## src/rtl/biriscv_div_sched.sv

```systemverilog
// Scheduler that shares one iterative divider between two issue pipes.
// Define BIRISCV_DIV_SCHED_RR_EN for round-robin contests; otherwise port 0 has fixed priority.
module biriscv_div_sched #(
    parameter int unsigned TIMEOUT = 64
) (
    input  logic        clk_i,
    input  logic        rst_ni,

    input  logic        req0_valid_i,
    input  logic [31:0] req0_opcode_i,
    input  logic [31:0] req0_ra_i,
    input  logic [31:0] req0_rb_i,
    input  logic        req1_valid_i,
    input  logic [31:0] req1_opcode_i,
    input  logic [31:0] req1_ra_i,
    input  logic [31:0] req1_rb_i,
    output logic        grant0_o,
    output logic        grant1_o,

    input  logic        squash_i,
    input  logic        stall_i,

    output logic        div_start_o,
    output logic [31:0] div_opcode_o,
    output logic [31:0] div_ra_o,
    output logic [31:0] div_rb_o,
    input  logic        div_complete_i,
    input  logic [31:0] div_result_i,

    output logic        res_valid_o,
    output logic        res_port_o,
    output logic [4:0]  res_rd_o,
    output logic [31:0] res_value_o,
    output logic        busy_o,
    output logic        err_o
);

    // state | meaning
    // IDLE  | no operation in flight; grants may be issued
    // BUSY  | divider running for the owning pipe
    // DRAIN | operation squashed; waiting for the divider to finish
    // HOLD  | result presented, writeback stalled
    typedef enum logic [1:0] {IDLE, BUSY, DRAIN, HOLD} state_t;

    localparam logic [7:0] CNT_LAST = 8'(TIMEOUT - 1);

    state_t     state;
    logic [7:0] cnt;
    logic       owner;
    logic       can_grant;
    logic       pick1;

`ifdef BIRISCV_DIV_SCHED_RR_EN
    logic       rr_ptr;   // 1: port 1 wins the next two-way contest

    always_ff @(posedge clk_i or negedge rst_ni) begin
        if (!rst_ni) begin
            rr_ptr <= 1'b0;
        end else if (grant0_o || grant1_o) begin
            rr_ptr <= grant0_o;
        end
    end

    assign pick1 = req1_valid_i && (!req0_valid_i || rr_ptr);
`else
    assign pick1 = req1_valid_i && !req0_valid_i;
`endif

    // Reset is folded in so the grants read 0 while rst_ni is held low.
    assign can_grant = rst_ni && (state == IDLE) && !squash_i;
    assign grant0_o  = can_grant && req0_valid_i && !pick1;
    assign grant1_o  = can_grant && pick1;
    assign busy_o    = (state != IDLE);

    always_ff @(posedge clk_i or negedge rst_ni) begin
        if (!rst_ni) begin
            state        <= IDLE;
            cnt          <= 8'd0;
            owner        <= 1'b0;
            div_start_o  <= 1'b0;
            div_opcode_o <= 32'd0;
            div_ra_o     <= 32'd0;
            div_rb_o     <= 32'd0;
            res_valid_o  <= 1'b0;
            res_port_o   <= 1'b0;
            res_rd_o     <= 5'd0;
            res_value_o  <= 32'd0;
            err_o        <= 1'b0;
        end else begin
            div_start_o <= 1'b0;
            case (state)
                IDLE: begin
                    res_valid_o <= 1'b0;
                    if (grant0_o || grant1_o) begin
                        state        <= BUSY;
                        div_start_o  <= 1'b1;
                        cnt          <= 8'd0;
                        owner        <= grant1_o;
                        div_opcode_o <= grant1_o ? req1_opcode_i : req0_opcode_i;
                        div_ra_o     <= grant1_o ? req1_ra_i     : req0_ra_i;
                        div_rb_o     <= grant1_o ? req1_rb_i     : req0_rb_i;
                    end
                end
                BUSY: begin
                    cnt <= cnt + 8'd1;
                    if (div_complete_i) begin
                        if (squash_i) begin
                            state <= IDLE;
                        end else begin
                            res_valid_o <= 1'b1;
                            res_value_o <= div_result_i;
                            res_rd_o    <= div_opcode_o[11:7];
                            res_port_o  <= owner;
                            state       <= stall_i ? HOLD : IDLE;
                        end
                    end else if (cnt == CNT_LAST) begin
                        err_o <= 1'b1;
                        state <= IDLE;
                    end else if (squash_i) begin
                        state <= DRAIN;
                    end
                end
                DRAIN: begin
                    // The divider cannot abort, so wait for its completion and drop it.
                    cnt <= cnt + 8'd1;
                    if (div_complete_i) begin
                        state <= IDLE;
                    end else if (cnt == CNT_LAST) begin
                        err_o <= 1'b1;
                        state <= IDLE;
                    end
                end
                HOLD: begin
                    if (squash_i) begin
                        res_valid_o <= 1'b0;
                        state       <= IDLE;
                    end else if (!stall_i) begin
                        state <= IDLE;
                    end
                end
                default: begin
                    state <= IDLE;
                end
            endcase
        end
    end

endmodule

```

## config.mk

```make
export PLATFORM = sky130hd
export DESIGN_NAME = biriscv_div_sched
export DESIGN_NICKNAME = d
export VERILOG_FILES = /design/src/rtl/biriscv_div_sched.sv
export SDC_FILE = /design/constraint.sdc
export NUM_CORES = 1
export LEC_CHECK = 0
export ABC_AREA = 1
export ABC_CLOCK_PERIOD_IN_PS = 4000
export CORE_AREA = 5 5 142 144
export DETAILED_ROUTE_END_ITERATION = 6
export DIE_AREA = 0 0 147 149
export GPL_TIMING_DRIVEN = 0
export PLACE_DENSITY = 0.77
export SYNTH_ARGS = -nofsm -noshare
export SYNTH_HDL_FRONTEND = slang
export SYNTH_SLANG_ARGS = --single-unit
```

## constraint.sdc

```tcl
create_clock -name clk_i -period 4 [get_ports clk_i]
set_input_delay 0.8 -clock clk_i [delete_from_list [all_inputs] [get_ports clk_i]]
set_output_delay 0.8 -clock clk_i [all_outputs]
set_load 0.05 [all_outputs]
```

# == Yosys cells after proc, flatten, opt, wreduce, memory -nomap -nowiden ==
# Cells that the tools add are included.
# op_classes
addsub,1
n_eq_ne,11
muxes,22
bitwise_logic,2
n_reduce_logical,21
# op_table
op,count
32-bit two-way mux,3
2-bit two-way mux,10
8-bit one-hot mux with 2 select lines,1
"8-bit by 1-bit adder with 8-bit output, second input constant",1
"8-bit by 6-bit equality test with 1-bit output, second input constant",1
8-bit two-way mux,1
2-bit one-hot mux with 4 select lines,1
4-bit AND reduction,2
1-bit logical AND,6
"2-bit != test, second input constant",3
"3-bit != test, second input constant",2
3-bit AND reduction,2
1-bit two-way mux,5
"2-bit equality test, second input constant",2
"4-bit != test, second input constant",1
2-bit AND reduction,2
2-bit nonzero test,2
1-bit logical NOT,3
1-bit one-hot mux with 3 select lines,1
3-bit nonzero test,1
"2-bit by 1-bit equality test with 1-bit output, second input constant",1
2-bit logical NOT,1
"2-bit by 1-bit != test with 1-bit output, second input constant",1
1-bit NOT,2
other kinds (2),2
# totals
reg_bits,148
input_bits,231
wordCells,69

# == Longest topological paths before layout ==
# logic_depth
depth_word,8
mapped_depth,11
mapped_depth_nobuf,10

# == Worst setup path after synthesis ==
# OpenSTA, ideal clock, no wires.
# synth_path
path_kind,input to output
start,input rst_ni
end,output grant1_o
arrival_time_ns,1.567
t_required_ns,3.200
path_slack_ns,1.633
path_stages,5
path_cell_list,nand2_1 -> nor2_4 -> nand2_2 -> clkbuf_1 -> inv_1
# synth_between
elab_chain_cells,3
# synth_lines
element,line_no,source
from (decl),7,"input logic rst_ni,"
1-bit logical AND (2 in series),70,assign can_grant = rst_ni && (state == IDLE) && !squash_i;
1-bit logical AND,72,assign grant1_o = can_grant && pick1;
to (decl),18,"output logic grant1_o,"
# Every way passes these cells.

# == Final worst setup path ==
# Ends and elaborated chain as after synthesis.

==> metrics <==
largest net degree at the start of global routing 83; multi-input combinational cell area 2570 sq um; total gr overflow 0; commonest non-fill, non-tap cell in the layout clkdlybuf4s50_1; crit path kind input pin to output pin; Vert. Die Dim 149 microns; Ports approximately 370; Synth Area in Simple Gates between 20 and 25%; Rel. slew slack 55.3%; hpwl dp roughly 20 mm; Worst Path Max Fanout between 80 and 90; mux cell area share after synthesis 0%; Root Buffer clkbuf_16; Clock Skew 0.00737 ns; via count 7197; Ys Warns 0; Hold Fails Final Rpt 0; Seq/Total Area, Yosys between 50% and 60%; CP required between 3 and 4 ns; Mapped Area ~7000 sq um; Worst IR Drop VDD ~380 uV; cts repair resizes 0; DR pass1 iterations 5; RSZ-0062 raised after global routing false; GPL Wtd Cong 0.897; routed len/inst 16.5 microns; Design Power 9.47 mW; Detail Route Antenna Nets 0; Clock Latency Late Sink 0.42 ns; Syn Inst Count 902; final setup violation count 0; clock-pin slew on the worst setup and hold paths roughly 0.06 ns; critical path endpoint category output pin; status finished clean; Post-CTS Hold Buffers 0; Post-Synth XOR/XNOR Area less than 1%; fin worst setup slack between 0.2 and 0.3 ns; vias in the first global route between 7000 and 8000; # port buffers 370; initial antenna violation count 4; Synth Area in Compound Gates roughly 15%; Avg Cell Area, Syn 7.78 sq um; Post-Synth Adder-Cell Area roughly 1.1%; Core Rows 50; Netlist cell types 21; CP max-delay cell clkdlybuf4s50_1; TritonCTS clock tree built; Largest stage delay, worst path about 0.82 ns; Starting Density between 30% and 40%; Sequential cell area 3700 sq um; Residual DRC 0; count of pins over their slew limit 0; Fillers 1583; Placed Cells 1507; total track usage a little under a quarter; worst-path cell chain buf_8 -> nand2_1 -> nor2_4 -> nand2_2 -> clkbuf_1 -> inv_1 -> clkdlybuf4s50_1; Layout area overhead 66.4%; minimum clock period 3.75 ns; commonest cells after routing, fill and taps aside clkdlybuf4s50_1 (369), nand2_1 (337), o21ai_0 (160); drt total wl about 25 mm; critical path's top delay family buffers and inverters; Core Region 18600 sq um; #FFs+latches synth approximately 150; period utilization 93.7%; Worst-Margin Slew roughly 0.67 ns; Post-CTS Setup Bufs 0; CP arrival 2.95 ns; pre-CTS setup slack 0.123 ns; Critical Path Start Type input pin; CTS Buf Count 17; DRT iter0 DRCs between 200 and 300; clk sinks 148; layout cells sized above 1 4.90%; CTS Buffer Depth 2; Die W ~150 microns; Die Area 21900 sq um; Leakage Power 5.78 nW; Hold Crit Class input pin to asynchronous set/reset pin; max-cap violations 0; drt via density 4.67; H-tree depth 4; largest family of logic cells by synthesized area simple AND/OR/NAND/NOR gates; max frequency 267 MHz; pwr/cell area slightly above 800 nW/um^2; Post-Syn Nets 1139; Final nets 1529; first-pass GRT wire length 39.0 mm; Crit path buffers/inverters 4; Finished Layout Cells 1542
[cell type report]
class	instances	share of cell area [%]
Antenna cell	3	0.0643
Buffer	51	2.59
Clock buffer	17	3.64
Clock inverter	15	1.68
Inverter	119	3.83
Multi-Input combinational cell	584	22.0
Sequential cell	148	31.7
Tap cell	234	2.51
Timing Repair Buffer	371	32.0
[cells by family after synthesis]
| family | Yosys count |
|---|---|
| AND/OR/NAND/NOR | 369 |
| AO/OA/AOI/OAI | 207 |
| buffers and inverters | 170 |
| flip-flops | 148 |
| adder cells (fa/ha/maj) | 6 |
| XOR/XNOR | 2 |
[worst reg2reg max path, delay by kind of cell (launching register included)]
family / cells / cell delay (ns)
AO/OA/AOI/OAI: 2 / 0.38
adder cells (fa/ha/maj): 1 / 0.26
buffers and inverters: 3 / 0.56
flip-flops: 1 / 0.44
AND/OR/NAND/NOR: 3 / 0.41
[synth_stat cells]
| library cell | number | area (sq um) |
|---|---|---|
| or2_2 | 1 | 6.26 |
| nor2_1 | 12 | 45.0 |
| o21ai_1 | 40 | 200 |
| o21bai_1 | 1 | 7.51 |
| o21ai_2 | 1 | 8.76 |
| ha_1 | 6 | 75.1 |
| o21ai_0 | 160 | 801 |
| xor2_1 | 2 | 17.5 |
| a21boi_2 | 1 | 11.3 |
| dfrtp_1 | 148 | 3700 |
| nand2_1 | 337 | 1260 |
| buf_6 | 13 | 146 |
| inv_1 | 119 | 447 |
| a21oi_1 | 3 | 15.0 |
| o31ai_1 | 1 | 7.51 |
| nand3_1 | 14 | 70.1 |
| buf_2 | 11 | 55.1 |
| nand4_1 | 2 | 12.5 |
| nand2_2 | 2 | 12.5 |
| nor2_4 | 1 | 11.3 |
| clkbuf_1 | 27 | 101 |
[final timing paths]
path | start | end | slack [ns] | cells past startpoint
min in group clk_i | res_value_o[25]$_DFFE_PN0P_ | res_value_o[25]$_DFFE_PN0P_ | 0.48 | 2
worst max register to register | state[0]$_DFFE_PN0P_ | div_opcode_o[18]$_DFFE_PN0P_ | 1.83 | 9
worst min-delay path | rst_ni | res_value_o[7]$_DFFE_PN0P_ | 0.34 | 1
max in group asynchronous | rst_ni | div_ra_o[27]$_DFFE_PN0P_ | 2.88 | 2
worst max-delay path | rst_ni | grant1_o | 0.25 | 7
worst min register to register | res_value_o[25]$_DFFE_PN0P_ | res_value_o[25]$_DFFE_PN0P_ | 0.48 | 2
[stage by stage]
stage	hold WS [ns]	TNS, ns	area (sq um)	utilization [%]
6_report	0.341	0	11700	62.8
4_1_cts	0.451	0	11700	62.8
3_5_place_dp	0.464	0	11000	59.4
5_1_grt	0.408	0	11700	62.8
3_3_place_gp	0.460	-1059.42	11000	59.3
2_1_floorplan	0.481	0	7020	-
[state kept, by name, summed over array words and instances (netlist names)]
signal	flops
res_valid_o	1
div_ra_o	32
err_o	1
res_rd_o	5
div_opcode_o	32
owner	1
res_value_o	32
div_start_o	1
state	2
div_rb_o	32
cnt	8
res_port_o	1
[power by group]
| group | leakage, nW | switching, mW | internal [mW] |
|---|---|---|---|
| Combinational | 3.63 | 3.49 | 1.71 |
| Sequential | 1.86 | 0.395 | 2.18 |
| Clock | 0.295 | 0.693 | 1.00 |
| Total | 5.78 | 4.58 | 4.89 |
[per-layer routing]
layer | vias to the layer above | share of wire, % | track usage, %
li1 | 3580 | - | -
met1 | 3308 | 39 | 26.4
met2 | 278 | 50 | 40.2
met3 | 29 | 9.0 | 8.11
met4 | 2 | 1.4 | 5.92
met5 | - | 0.051 | 0
No activity file was read; power rests on OpenSTA's default activity.
